### src/rtl/fp_mul_pipe_pkg.sv
// Shared definitions for the pipelined floating-point multiplier:
// error codes, operand classes and format helper functions.
package fp_pkg;

   localparam logic [1:0] FP_ERR_NONE = 2'b00;
   localparam logic [1:0] FP_ERR_OVF  = 2'b01;
   localparam logic [1:0] FP_ERR_UNF  = 2'b10;
   localparam logic [1:0] FP_ERR_NAN  = 2'b11;

   typedef enum logic [1:0] {
      FP_CLS_NORMAL = 2'd0,
      FP_CLS_ZERO   = 2'd1,
      FP_CLS_INF    = 2'd2,
      FP_CLS_NAN    = 2'd3
   } fp_class_e;

   // Exponent bias for an IEEE-style format with exp_width exponent bits.
   function automatic int fp_bias(input int exp_width);
      return (1 << (exp_width - 1)) - 1;
   endfunction

   // Total operand width: sign + exponent + stored fraction.
   function automatic int fp_data_width(input int exp_width, input int frac_width);
      return 1 + exp_width + frac_width;
   endfunction

endpackage

### src/rtl/fp_mul_pipe_if.sv
// Operand/result handshake bundle for fp_mul_pipe.
// master = producer/consumer side, slave = the multiplier.
interface fp_mul_pipe_if #(
   parameter int DATA_WIDTH  = 16,
   parameter int ERROR_WIDTH = 2
);
   logic                   in_valid;
   logic                   in_ready;
   logic [DATA_WIDTH-1:0]  in_a;
   logic [DATA_WIDTH-1:0]  in_b;
   logic                   out_valid;
   logic                   out_ready;
   logic [DATA_WIDTH-1:0]  out_data;
   logic [ERROR_WIDTH-1:0] out_error;

   modport master (
      output in_valid, in_a, in_b, out_ready,
      input  in_ready, out_valid, out_data, out_error
   );

   modport slave (
      input  in_valid, in_a, in_b, out_ready,
      output in_ready, out_valid, out_data, out_error
   );
endinterface

### src/rtl/fp_mul_pipe_classify.sv
// Operand splitter/classifier: breaks an operand into sign, exponent and
// hidden-bit mantissa and tags it normal/zero/inf/nan. Subnormals count as zero.
module fp_classify
   import fp_pkg::*;
#(
   parameter int EXP_WIDTH  = 8,
   parameter int FRAC_WIDTH = 7,
   parameter int DATA_WIDTH = fp_data_width(EXP_WIDTH, FRAC_WIDTH)
) (
   input  logic [DATA_WIDTH-1:0] op,
   output logic                  sign,
   output logic [EXP_WIDTH-1:0]  exponent,
   output logic [FRAC_WIDTH:0]   mant,
   output fp_class_e             cls
);
   logic [FRAC_WIDTH-1:0] frac;

   assign sign     = op[DATA_WIDTH-1];
   assign exponent = op[DATA_WIDTH-2 -: EXP_WIDTH];
   assign frac     = op[FRAC_WIDTH-1:0];
   assign mant     = {1'b1, frac};

   // class decode from the exponent/fraction fields
   always_comb begin
      cls = FP_CLS_NORMAL;
      if (&exponent)
         cls = (|frac) ? FP_CLS_NAN : FP_CLS_INF;
      else if (exponent == '0)
         cls = FP_CLS_ZERO;
   end
endmodule

### src/rtl/fp_mul_pipe.sv
// 3-stage pipelined floating-point multiplier (classify / multiply /
// normalise-round-pack) with valid/ready flow control and a 2-bit error code.
// Optional feature: define FP_MUL_RNE_EN for round-to-nearest-even; without
// it the fraction is truncated.
module fp_mul_pipe
   import fp_pkg::*;
#(
   parameter int EXP_WIDTH   = 8,
   parameter int FRAC_WIDTH  = 7,
   parameter int DATA_WIDTH  = fp_data_width(EXP_WIDTH, FRAC_WIDTH),
   parameter int ERROR_WIDTH = 2
) (
   input logic          clk,
   input logic          rst_n,
   fp_mul_pipe_if.slave bus
);
   localparam int STAGES = 3;
   localparam int MW     = FRAC_WIDTH + 1;
   localparam int PW     = 2 * MW;
   localparam int E2W    = EXP_WIDTH + 2;
   localparam logic [E2W-1:0]        BIAS_E  = E2W'(fp_bias(EXP_WIDTH));
   localparam logic signed [E2W-1:0] EXP_MAX = E2W'((1 << EXP_WIDTH) - 1);
   localparam logic signed [E2W-1:0] E_ZERO  = '0;

   // valid shift register: bit 0 is the incoming valid, bit STAGES is out_valid
   logic [STAGES:1] vld_q;
   logic [STAGES:0] vld_pipe;
   logic            stall;

   assign vld_pipe     = {vld_q, bus.in_valid};
   assign stall        = vld_q[STAGES] & ~bus.out_ready;
   assign bus.in_ready = ~stall;
   assign bus.out_valid = vld_q[STAGES];

   // advance valids whenever the output is not blocked
   always_ff @(posedge clk or negedge rst_n) begin
      if (!rst_n)
         vld_q <= '0;
      else if (!stall)
         vld_q <= vld_pipe[STAGES-1:0];
   end

   // ---------------- stage 1: classify ----------------
   logic                 sa, sb;
   logic [EXP_WIDTH-1:0] ea, eb;
   logic [MW-1:0]        ma, mb;
   fp_class_e            cls_a, cls_b;

   fp_classify #(.EXP_WIDTH(EXP_WIDTH), .FRAC_WIDTH(FRAC_WIDTH), .DATA_WIDTH(DATA_WIDTH))
      u_cls_a (.op(bus.in_a), .sign(sa), .exponent(ea), .mant(ma), .cls(cls_a));
   fp_classify #(.EXP_WIDTH(EXP_WIDTH), .FRAC_WIDTH(FRAC_WIDTH), .DATA_WIDTH(DATA_WIDTH))
      u_cls_b (.op(bus.in_b), .sign(sb), .exponent(eb), .mant(mb), .cls(cls_b));

   logic                  s1_sign, s1_nan, s1_inf, s1_zero;
   logic signed [E2W-1:0] s1_e;
   logic [MW-1:0]         s1_ma, s1_mb;

   // capture special flags, product sign and biased exponent sum
   always_ff @(posedge clk or negedge rst_n) begin
      if (!rst_n) begin
         s1_sign <= 1'b0;
         s1_nan  <= 1'b0;
         s1_inf  <= 1'b0;
         s1_zero <= 1'b0;
         s1_e    <= '0;
         s1_ma   <= '0;
         s1_mb   <= '0;
      end else if (!stall && vld_pipe[0]) begin
         s1_sign <= sa ^ sb;
         // inf x 0 is invalid, same as a NaN operand
         s1_nan  <= (cls_a == FP_CLS_NAN) || (cls_b == FP_CLS_NAN) ||
                    (cls_a == FP_CLS_INF && cls_b == FP_CLS_ZERO) ||
                    (cls_a == FP_CLS_ZERO && cls_b == FP_CLS_INF);
         s1_inf  <= (cls_a == FP_CLS_INF) || (cls_b == FP_CLS_INF);
         s1_zero <= (cls_a == FP_CLS_ZERO) || (cls_b == FP_CLS_ZERO);
         s1_e    <= {2'b00, ea} + {2'b00, eb} - BIAS_E;
         s1_ma   <= ma;
         s1_mb   <= mb;
      end
   end

   // ---------------- stage 2: multiply ----------------
   logic                  s2_sign, s2_nan, s2_inf, s2_zero;
   logic signed [E2W-1:0] s2_e;
   logic [PW-1:0]         s2_prod;

   // full-width mantissa product, specials and exponent carried alongside
   always_ff @(posedge clk or negedge rst_n) begin
      if (!rst_n) begin
         s2_sign <= 1'b0;
         s2_nan  <= 1'b0;
         s2_inf  <= 1'b0;
         s2_zero <= 1'b0;
         s2_e    <= '0;
         s2_prod <= '0;
      end else if (!stall && vld_pipe[1]) begin
         s2_sign <= s1_sign;
         s2_nan  <= s1_nan;
         s2_inf  <= s1_inf;
         s2_zero <= s1_zero;
         s2_e    <= s1_e;
         s2_prod <= PW'(s1_ma) * PW'(s1_mb);
      end
   end

   // ---------------- stage 3: normalise / round / pack ----------------
   logic                  msb, guard, sticky, carry;
   logic [PW-1:0]         norm;
   logic [FRAC_WIDTH-1:0] frac, frac_r;
   logic signed [E2W-1:0] e_n, e_f;
   logic                  unused_norm;

   // product lies in [1,4): when >= 2 take one extra bit off and bump e
   assign msb    = s2_prod[PW-1];
   assign norm   = msb ? s2_prod : (s2_prod << 1);
   assign frac   = norm[PW-2 -: FRAC_WIDTH];
   assign guard  = norm[PW-2-FRAC_WIDTH];
   assign sticky = |norm[PW-3-FRAC_WIDTH:0];
   assign e_n    = s2_e + E2W'(msb);

`ifdef FP_MUL_RNE_EN
   logic inc;
   assign inc              = guard & (sticky | frac[0]);
   // carry-out means mantissa rolled over to 2.0: fraction wraps to 0
   assign {carry, frac_r}  = {1'b0, frac} + MW'(inc);
   assign unused_norm      = norm[PW-1];
`else
   assign carry       = 1'b0;
   assign frac_r      = frac;
   assign unused_norm = ^{norm[PW-1], guard, sticky};
`endif

   assign e_f = e_n + E2W'(carry);

   logic [DATA_WIDTH-1:0]  res;
   logic [ERROR_WIDTH-1:0] err;

   // result selection in priority order; range checks use the rounded exponent
   always_comb begin
      res = {s2_sign, e_f[EXP_WIDTH-1:0], frac_r};
      err = ERROR_WIDTH'(FP_ERR_NONE);
      if (s2_nan) begin
         res = {1'b0, {EXP_WIDTH{1'b1}}, 1'b1, {(FRAC_WIDTH-1){1'b0}}};
         err = ERROR_WIDTH'(FP_ERR_NAN);
      end else if (s2_inf) begin
         res = {s2_sign, {EXP_WIDTH{1'b1}}, {FRAC_WIDTH{1'b0}}};
      end else if (s2_zero) begin
         res = {s2_sign, {(EXP_WIDTH+FRAC_WIDTH){1'b0}}};
      end else if (e_f >= EXP_MAX) begin
         res = {s2_sign, {EXP_WIDTH{1'b1}}, {FRAC_WIDTH{1'b0}}};
         err = ERROR_WIDTH'(FP_ERR_OVF);
      end else if (e_f <= E_ZERO) begin
         res = {s2_sign, {(EXP_WIDTH+FRAC_WIDTH){1'b0}}};
         err = ERROR_WIDTH'(FP_ERR_UNF);
      end
   end

   logic [DATA_WIDTH-1:0]  data_q;
   logic [ERROR_WIDTH-1:0] err_q;

   // output register; held while the consumer stalls
   always_ff @(posedge clk or negedge rst_n) begin
      if (!rst_n) begin
         data_q <= '0;
         err_q  <= '0;
      end else if (!stall && vld_pipe[2]) begin
         data_q <= res;
         err_q  <= err;
      end
   end

   assign bus.out_data  = data_q;
   assign bus.out_error = err_q;
endmodule

### src/flat_wrapper.sv
// flat-port wrapper written by rule: the top's interface ports become plain ports
module fp_mul_pipe_flat import fp_pkg::*;
#(
   parameter int EXP_WIDTH   = 8,
   parameter int FRAC_WIDTH  = 7,
   parameter int DATA_WIDTH  = fp_data_width(EXP_WIDTH, FRAC_WIDTH),
   parameter int ERROR_WIDTH = 2
)
  (clk, rst_n, bus_in_valid, bus_in_a, bus_in_b, bus_out_ready, bus_in_ready, bus_out_valid, bus_out_data, bus_out_error);
  fp_mul_pipe_if #(.DATA_WIDTH(DATA_WIDTH), .ERROR_WIDTH(ERROR_WIDTH)) bus_i ();
  input logic clk;
  input logic rst_n;
  input wire logic [$bits(bus_i.in_valid)-1:0] bus_in_valid;
  input wire logic [$bits(bus_i.in_a)-1:0] bus_in_a;
  input wire logic [$bits(bus_i.in_b)-1:0] bus_in_b;
  input wire logic [$bits(bus_i.out_ready)-1:0] bus_out_ready;
  output wire logic [$bits(bus_i.in_ready)-1:0] bus_in_ready;
  output wire logic [$bits(bus_i.out_valid)-1:0] bus_out_valid;
  output wire logic [$bits(bus_i.out_data)-1:0] bus_out_data;
  output wire logic [$bits(bus_i.out_error)-1:0] bus_out_error;
  assign bus_i.in_valid = bus_in_valid;
  assign bus_i.in_a = bus_in_a;
  assign bus_i.in_b = bus_in_b;
  assign bus_i.out_ready = bus_out_ready;
  assign bus_in_ready = bus_i.in_ready;
  assign bus_out_valid = bus_i.out_valid;
  assign bus_out_data = bus_i.out_data;
  assign bus_out_error = bus_i.out_error;
  fp_mul_pipe #(.EXP_WIDTH(EXP_WIDTH), .FRAC_WIDTH(FRAC_WIDTH), .DATA_WIDTH(DATA_WIDTH), .ERROR_WIDTH(ERROR_WIDTH)) u_core (.clk(clk), .rst_n(rst_n), .bus(bus_i));
endmodule
### config.mk
export PLATFORM = sky130hd
export DESIGN_NAME = fp_mul_pipe_flat
export DESIGN_NICKNAME = d
export VERILOG_FILES = /design/src/rtl/fp_mul_pipe_pkg.sv /design/src/rtl/fp_mul_pipe_if.sv /design/src/rtl/fp_mul_pipe_classify.sv /design/src/rtl/fp_mul_pipe.sv /design/src/flat_wrapper.sv
export SDC_FILE = /design/constraint.sdc
export NUM_CORES = 1
export LEC_CHECK = 0
export ABC_AREA = 0
export BUFFER_PORTS_ARGS = -buffer_cell sky130_fd_sc_hd__buf_2
export CORE_MARGIN = 4
export CORE_UTILIZATION = 62
export CTS_BUF_LIST = sky130_fd_sc_hd__clkbuf_2 sky130_fd_sc_hd__clkbuf_4 sky130_fd_sc_hd__clkbuf_8
export DETAILED_ROUTE_END_ITERATION = 8
export PLACE_DENSITY = 0.83
export SLEW_MARGIN = 0
export SYNTH_ARGS = -nofsm -noshare
export SYNTH_HDL_FRONTEND = slang
export SYNTH_SLANG_ARGS = --single-unit
export TNS_END_PERCENT = 20
### constraint.sdc
create_clock -name clk -period 6.1 [get_ports clk]
set_clock_uncertainty 0.1 [all_clocks]
set_input_delay 0.915 -clock clk [delete_from_list [all_inputs] [get_ports clk]]
set_output_delay 0.915 -clock clk [all_outputs]
set_load 0.02 [all_outputs]
==> impl_metrics.py, run 1 <==
metrics = {
    "outcome": {
        "status": "finished clean",
    },
    "layout": {
        "fin_util_pct": 70.7,
        "multiInputGateArea_mm2": 0.00358,
        "nFillCells": 673,
        "regArea_mm2": 0.00183,
        "fin_cells": 734,
        "diodes": 0,
        "nets": 737,
        "drive_gt1_share_pct": 18.4,
        "synthToLayoutAreaGrowth_pct": 9.94,
    },
    "worst_setup_path": {
        "cp_data_arrival_time_ns": 4.83,
        "cp_data_required_time_ns": 6.19,
        "path_max_fanout": 16,
        "slowest_delay_ns": 0.54,
        "slowest_stage": "fa_1",
        "crit_top_cell": "fa_1",
        "crit_buf_inv": 2,
        "end_kind": "flop",
        "path_class": "flop to flop",
        "cp_top_family": "adder cells",
        "critPathLaunchType": "flop",
        "crit_chain": "and2_1 > fa_1 > fa_1 > fa_1 > inv_1 > fa_1 > inv_1 > ha_1 > a21o_1 > a31o_2 > a21oi_1 > a21oi_1 > xnor2_1 > o21ai_0",
    },
    "logic_synthesis": {
        "synth_area_leaders": "dfrtp_1, fa_1, ha_1",
        "syn_area_mm2": 0.00567,
        "syn_area_per_cell_um2": 9.96,
        "synth.yosys.seq_area_share_pct": 32.2,
        "synthCells": 569,
        "ys_top_cells_by_count": "dfrtp_1, nand2_1, inv_1, and2_1, ha_1",
        "synth_top_area_share_pct": 32.2,
        "ys_seq_elements": 73,
        "synth_cell_types": 60,
        "synth_flop_cell": "dfrtp_1",
        "syn_nets": 685,
        "yosysWarningCount": 0,
        "synth_edf_count": 0,
        "yosys.area.top_type": "dfrtp_1",
        "yosysMostFrequentCell": "dfrtp_1",
        "synthArstFlopShare_pct": 100,
    },
    "clock_network": {
        "numClockSinks": 73,
        "cts_tree": "built",
        "clkLatencyLatePin_ns": 0.35,
        "cts_hold_repair.buffers": 0,
        "cts_resized": 0,
        "cts_buffers": 9,
        "htreeDepth": 3,
        "clk_pin_slew_ns": 0.08,
        "cts_root_buffer": "clkbuf_8",
        "cts_setup_buffers": 0,
        "clk_path_buf_depth": 2,
    },
    "timing": {
        "fin_tns_setup_ns": 0,
        "tightest_slew_ns": 1.05,
        "relSlewSlack_pct": 30.0,
        "setup_viol": 0,
        "report.final.slew_viol_count": 0,
        "min_period_ns": 4.74,
        "rsz0062_at_grt": "no",
        "finalHoldViolCount": 0,
        "period_share_pct": 77.8,
        "fmax_ghz": 0.211,
    },
    "route": {
        "wl_met3_um": 573,
        "drc_errors": 0,
        "drtIter0Drc": 156,
        "topRoutingLayerUsed": "met4",
        "drt-pass1-iter-count": 4,
        "vias": 4297,
        "met2WireLength_mm": 5.50,
        "viasPerCell": 5.85,
        "final_antenna_net_count": 0,
        "wl_met1_mm": 5.10,
        "route.detailed.wl_per_inst_um": 15.5,
        "wl_mm": 11.3,
    },
    "placement": {
        "dpl.hpwl_mm": 9.00,
        "place_congestion": 0.858,
        "dpl.cell_count": 718,
        "portBuffers": 55,
    },
    "grt": {
        "gr-usage-all-layers_pct": 22.3,
        "grt_overflow": 0,
        "grt_max_degree": 74,
        "grt_pass1_wl_mm": 19.9,
        "grt_pass1_vias": 4293,
        "antenna_found_initial": 0,
    },
    "floorplan": {
        "rows": 34,
        "die-area_mm2": 0.0107,
        "start_util_pct": 64.3,
        "die_y_um": 104,
        "core_mm2": 0.00881,
        "io_pins": 56,
        "die_w_um": 104,
    },
    "run": {
        "max_cap_viol_count": 0,
    },
    "hold_path": {
        "hold_class": "flop to flop",
    },
}
## cell usage in the layout (no fill, tap or decap), types with 7 or more instances in the layout
cell       n
dfrtp_1   73
nand2_1   57
buf_2     55
inv_1     52
and2_1    51
ha_1      44
fa_1      36
mux2_2    30
o21ai_0   28
nor2_1    25
xnor2_1   18
a21oi_1   16
xor2_1    10
clkbuf_8  10
nand4_1    9
nor3_1     8
mux2i_1    8
nand3_1    7
## per-stage QoR
| stage | setup WS [ns] | cell area [µm²] | hold slack [ns] |
|---|---|---|---|
| after floorplan | 1.65 | 5670 | 0.345 |
| after global placement | 1.54 | 6020 | 0.349 |
| after detailed placement | 1.31 | 6020 | 0.359 |
| after CTS | 1.30 | 6230 | 0.378 |
| after global routing | 1.14 | 6230 | 0.415 |
| final | 1.36 | 6230 | 0.370 |
## final timing paths
path	slack, ns	from	depth (start not counted)	end
setup / recovery	1.36	u_core.s1_mb[7]	14	u_core.s2_prod[14]
hold / removal	0.37	u_core.bus.out_data[15]	2	u_core.bus.out_data[15]
setup reg to reg	1.36	u_core.s1_mb[7]	14	u_core.s2_prod[14]
hold reg to reg	0.37	u_core.bus.out_data[15]	2	u_core.bus.out_data[15]
max in group asynchronous	4.66	rst_n	2	u_core.s1_ma[2]
min in group asynchronous	0.63	rst_n	2	u_core.bus.out_data[11]
## cell type report
| cell class | instances | area share, % |
|---|---|---|
| well taps | 108 | 2.17 |
| inverters | 52 | 3.13 |
| flip-flops and latches | 73 | 29.3 |
| repair buffers | 56 | 4.54 |
| clock buffers | 10 | 2.21 |
| clock inverters | 6 | 1.06 |
| multi-input cells | 429 | 57.6 |
## sequential cells by signal, summed over array words and instances (netlist names)
register,count
u_core.s1_inf,1
u_core.s1_nan,1
u_core.s2_sign,1
u_core.s2_inf,1
u_core.s1_ma,7
u_core.s1_sign,1
u_core.s2_nan,1
u_core.bus.out_data,16
u_core.s1_mb,8
u_core.vld_q,3
u_core.s2_prod,9
u_core.s1_zero,1
u_core.s2_zero,1
u_core.s1_e,10
u_core.s2_e,10
u_core.bus.out_error,2
## worst reg2reg max path: stages, from the launching register on
cell,delay [ns]
dfrtp_1,0.53
and2_1,0.23
fa_1,0.50
fa_1,0.52
fa_1,0.54
inv_1,0.05
fa_1,0.53
inv_1,0.04
ha_1,0.35
a21o_1,0.20
a31o_2,0.24
a21oi_1,0.33
a21oi_1,0.17
xnor2_1,0.17
o21ai_0,0.10
## cell families after synthesis
| family | count (synthesis) | share of synthesized area, % |
|---|---|---|
| simple gates | 189 | 17.5 |
| compound gates | 93 | 11.3 |
| fa+ha+maj | 80 | 22.4 |
| flops | 73 | 32.2 |
| buf+inv | 67 | 4.48 |
| mux | 38 | 7.38 |
| xor+xnor | 29 | 4.62 |
## layer usage
metal	vias up	GRT usage, %
li1	2066	-
met1	2115	29.8
met2	99	37.1
met3	17	5.04
met4	0	5.51
met5	-	0
Power of run 1 is left out: the tool's default activity adds up to more than one toggle a clock period on the data nets, which glitch-free logic cannot reach.
==> inputs of run 2 (changes only) <==
Clock period 6.1 ns to 4.8 ns, I/O delays scaled along.
==> run 2 against run 1 <==
Compared with the run above:
- utilization up 0.18 points
- critical endpoint is now u_core.s2_prod[15]
- highest routed layer unchanged
- routed wire length shrank 0.76%
- count of clock-buffer cells in the layout fell by 1
- via count shrank 2.1%
- final cell count up 0.41%
- global-route usage fell by 0.30 points
- largest cell class unchanged
- setup slack got worse by 1.1 ns
- sequential share of layout area down 0.076 points
==> impl_metrics.py, run 2 (synthesis gave the netlist of run 1 again) <==
metrics = {
    "outcome": {
        "status": "finished clean",
    },
    "timing": {
        "fin_hold_ws_ns": 0.316,
        "fin_tns_setup_ns": 0,
        "rsz0062_at_grt": "no",
        "report.final.slew_viol_count": 0,
        "fmax_ghz": 0.220,
        "relSlewSlack_pct": 30.6,
        "finalHoldViolCount": 0,
        "period_share_pct": 94.5,
        "min_period_ns": 4.54,
        "setup_viol": 0,
        "tightest_slew_ns": 1.04,
    },
    "hold_path": {
        "hold_class": "input pin to async pin",
    },
    "grt": {
        "grt_pass1_vias": 4270,
        "gr-usage-all-layers_pct": 21.9,
        "antenna_found_initial": 0,
        "grt_pass1_wl_mm": 19.8,
        "grt_overflow": 0,
        "grt_max_degree": 42,
    },
    "clock_network": {
        "clkLatencyLatePin_ns": 0.34,
        "cts_buffers": 9,
        "clk_path_buf_depth": 2,
        "cts_root_buffer": "clkbuf_8",
        "cts_tree": "built",
        "htreeDepth": 3,
        "clk_pin_slew_ns": 0.08,
        "numClockSinks": 73,
        "cts_hold_repair.buffers": 0,
    },
    "placement": {
        "place_congestion": 0.883,
        "dpl.cell_count": 721,
        "portBuffers": 55,
        "dpl.hpwl_mm": 8.83,
    },
    "floorplan": {
        "die_w_um": 104,
        "io_pins": 56,
        "die_y_um": 104,
        "die-area_mm2": 0.0107,
        "core_mm2": 0.00881,
        "rows": 34,
        "start_util_pct": 64.3,
    },
    "worst_setup_path": {
        "critPathLaunchType": "flop",
        "cp-startpoint": "u_core.s1_mb[4]",
        "path_max_fanout": 9,
        "rr_startpoint": "u_core.s1_mb[4]",
        "path_class": "flop to flop",
        "cp_data_arrival_time_ns": 4.61,
        "end_kind": "flop",
        "cp_data_required_time_ns": 4.87,
    },
    "route": {
        "drt-pass1-iter-count": 5,
        "vias": 4206,
        "final_antenna_net_count": 0,
        "wl_mm": 11.3,
        "route.detailed.wl_per_inst_um": 15.3,
        "drtIter0Drc": 120,
        "drc_errors": 0,
        "viasPerCell": 5.71,
    },
    "layout": {
        "largest_reg_flops": 16,
        "nets": 740,
        "drive_gt1_share_pct": 18.9,
        "mostFrequentLayoutCell": "dfrtp_1",
        "diodes": 0,
        "mostFrequentLayoutCells": "dfrtp_1, nand2_1, buf_2",
        "synthToLayoutAreaGrowth_pct": 10.2,
        "fin_cells": 737,
    },
    "run": {
        "max_cap_viol_count": 0,
    },
}
run 2: repair_timing:
action / CTS / global route
resized for setup: 0 / 1
buffers inserted: 0 / 0
endpoints found under the setup margin: 0 / 2
run 2: worst max-delay path, cell delays in order (launching register included):
cell,delay (ns)
dfrtp_1,0.48
and2_1,0.22
fa_1,0.56
fa_1,0.44
fa_1,0.56
inv_1,0.06
fa_1,0.53
inv_1,0.04
ha_1,0.35
a21o_1,0.20
a31o_2,0.25
a21oi_2,0.20
a21oi_1,0.11
xnor2_1,0.15
o21ai_0,0.10
run 2: metrics by stage:
step | utilization [%] | instance area (µm²) | setup slack [ns]
5_1_grt | 70.9 | 6240 | 0.0790
2_1_floorplan | - | 5670 | 0.345
3_3_place_gp | 68.7 | 6050 | 0.337
3_5_place_dp | 68.7 | 6050 | 0.150
4_1_cts | 70.9 | 6240 | 0.134
6_report | 70.9 | 6240 | 0.262
run 2: worst paths after layout:
check / endpoint / slack (ns) / depth (start not counted)
max: u_core.s2_prod[15] / 0.26 / 14
min: u_core.bus.out_data[10] / 0.32 / 1
max reg2reg: u_core.s2_prod[15] / 0.26 / 14
min reg2reg: u_core.bus.out_data[15] / 0.37 / 2
max in group asynchronous: u_core.s1_e[1] / 3.30 / 2
min in group clk: u_core.bus.out_data[15] / 0.37 / 2
run 2: per-layer routing:
metal | part of all wire (%) | GRT usage, %
met1 | 47 | 30.4
met2 | 48 | 36.2
met3 | 4.6 | 4.35
met4 | 0.70 | 4.65
met5 | 0 | 0
run 2: final cells by class:
type / instances / area (µm²)
Timing Repair Buffer: 59 / 305
Tap cell: 108 / 135
Clock buffer: 9 / 124
Inverter: 52 / 195
Multi-Input combinational cell: 429 / 3590
Fill cell: 684 / 2560
Sequential cell: 73 / 1830
Clock inverter: 7 / 70.1
Power of run 2 is left out for the same reason.
==> inputs of run 3 (changes only) <==
Settings changed: CORE_UTILIZATION 62 to 60, HOLD_SLACK_MARGIN set to 0.15, PLACE_DENSITY 0.83 to 0.81.
==> run 3 against run 2 <==
Compared with the run above:
- fmax fell by 0.34%
- die area is 3.1% higher
- critical path depth stayed put
- via count decreased by 0.26%
- global-route usage fell by 0.68 points
- routed wire length fell by 1.5%
- count of clock-buffer cells in the layout is the same
- register-to-register slack worse by 0.02 ns
- utilization fell by 3.0 points
- design area about the same
- first-iteration DRC count is 18% higher
- critical endpoint unchanged
- non-clock buffer count is 1 lower
- highest routed layer unchanged
==> impl_metrics.py, run 3 (synthesis gave the netlist of run 1 again) <==
metrics = {
    "clock_network": {
        "clkLatencyLatePin_ns": 0.35,
        "clk_pin_slew_ns": 0.09,
        "numClockSinks": 73,
        "cts_root_buffer": "clkbuf_8",
        "cts_tree": "built",
        "cts_buffers": 9,
        "cts_resized": 0,
        "clk_path_buf_depth": 2,
        "htreeDepth": 3,
        "cts_setup_buffers": 0,
        "cts_hold_repair.buffers": 0,
    },
    "grt": {
        "grt.met3_usage_pct": 4.20,
        "grt_pass1_wl_mm": 19.2,
        "antenna_found_initial": 0,
        "top_usage_layer": "met2",
        "gr-usage-all-layers_pct": 21.3,
        "grt_pass1_vias": 4135,
        "grt_max_degree": 42,
        "grt_overflow": 0,
        "met1_usage_pct": 30.2,
        "use_met2_pct": 33.4,
    },
    "timing": {
        "fin_tns_setup_ns": 0,
        "min_period_ns": 4.55,
        "tightest_slew_ns": 1.01,
        "setup_viol": 0,
        "rsz0062_at_grt": "no",
        "relSlewSlack_pct": 32.5,
        "report.final.slew_viol_count": 0,
        "period_share_pct": 94.9,
        "fmax_ghz": 0.220,
        "finalHoldViolCount": 0,
    },
    "floorplan": {
        "io_pins": 56,
        "start_util_pct": 61.6,
        "die_y_um": 105,
        "core_mm2": 0.00920,
        "die-area_mm2": 0.0111,
        "rows": 35,
        "die_w_um": 105,
    },
    "worst_setup_path": {
        "end_kind": "flop",
        "path_max_fanout": 9,
        "rr_startpoint": "u_core.s1_ma[2]",
        "cp-startpoint": "u_core.s1_ma[2]",
        "critPathLaunchType": "flop",
        "path_class": "flop to flop",
        "cp_data_arrival_time_ns": 4.65,
        "cp_data_required_time_ns": 4.90,
    },
    "route": {
        "drc_errors": 0,
        "drtIter0Drc": 142,
        "drt-pass1-iter-count": 4,
        "viasPerCell": 5.68,
        "final_antenna_net_count": 0,
        "wl_mm": 11.1,
        "vias": 4195,
        "route.detailed.wl_per_inst_um": 15.0,
    },
    "layout": {
        "mostFrequentLayoutCells": "dfrtp_1, nand2_1, buf_2",
        "drive_gt1_share_pct": 18.9,
        "synthToLayoutAreaGrowth_pct": 10.2,
        "nets": 739,
        "multiInputGateArea_mm2": 0.00359,
        "nFillCells": 752,
        "largest_reg_flops": 16,
        "mostFrequentLayoutCell": "dfrtp_1",
        "regArea_mm2": 0.00183,
        "diodes": 0,
    },
    "outcome": {
        "status": "finished clean",
    },
    "run": {
        "max_cap_viol_count": 0,
    },
    "placement": {
        "place_congestion": 0.914,
        "portBuffers": 55,
        "dpl.hpwl_mm": 8.81,
    },
    "hold_path": {
        "hold_class": "input pin to async pin",
    },
}
==> run 3: changes by cell type in the layout (fill, tap and decap cells not counted), sizes merged <==
cell / delta
buf: -1
==> run 3: path summary, 6_finish.rpt <==
path	endpoint	slack (ns)	cells past startpoint
worst max register to register	u_core.s2_prod[15]	0.25	14
worst min register to register	u_core.bus.out_data[4]	0.38	2
worst min-delay path	u_core.bus.out_data[12]	0.30	1
min in group clk	u_core.bus.out_data[4]	0.38	2
max in group asynchronous	u_core.s1_mb[7]	3.29	2
worst max-delay path	u_core.s2_prod[15]	0.25	14
==> run 3: final cells by class <==
cell class | count | share of cell area (%)
Sequential cell | 73 | 29.3
Multi-Input combinational cell | 429 | 57.5
Clock inverter | 7 | 1.12
Inverter | 52 | 3.13
Tap cell | 111 | 2.22
Timing Repair Buffer | 58 | 4.77
Clock buffer | 9 | 1.98
==> run 3: through the flow <==
stage	hold WS, ns	area (µm²)	util, %	cells	setup slack, ns
3_5_place_dp	0.362	6040	65.7	723	0.0442
5_1_grt	0.354	6240	67.9	739	0.0472
2_1_floorplan	0.324	5670	-	569	0.345
3_3_place_gp	0.350	6040	65.7	723	0.233
6_report	0.301	6240	67.9	739	0.247
4_1_cts	0.311	6240	67.8	739	0.0415
==> run 3: critical path, stage by stage, from the launching register on <==
cell and delay [ns]:
dfrtp_1 0.49, and2_1 0.23, fa_1 0.51, fa_1 0.52, fa_1 0.55, inv_1 0.06, fa_1 0.53, inv_1 0.05
ha_1 0.35, a21o_1 0.20, a31o_2 0.25, a21oi_2 0.20, a21oi_1 0.11, xnor2_1 0.16, o21ai_0 0.10
==> run 3: routing by layer <==
metal	part of all wire (%)	up-vias
met5	0	-
met4	1.5	0
met3	3.8	16
met2	46	91
met1	49	2016
li1	-	2072
Power of run 3 is left out for the same reason.
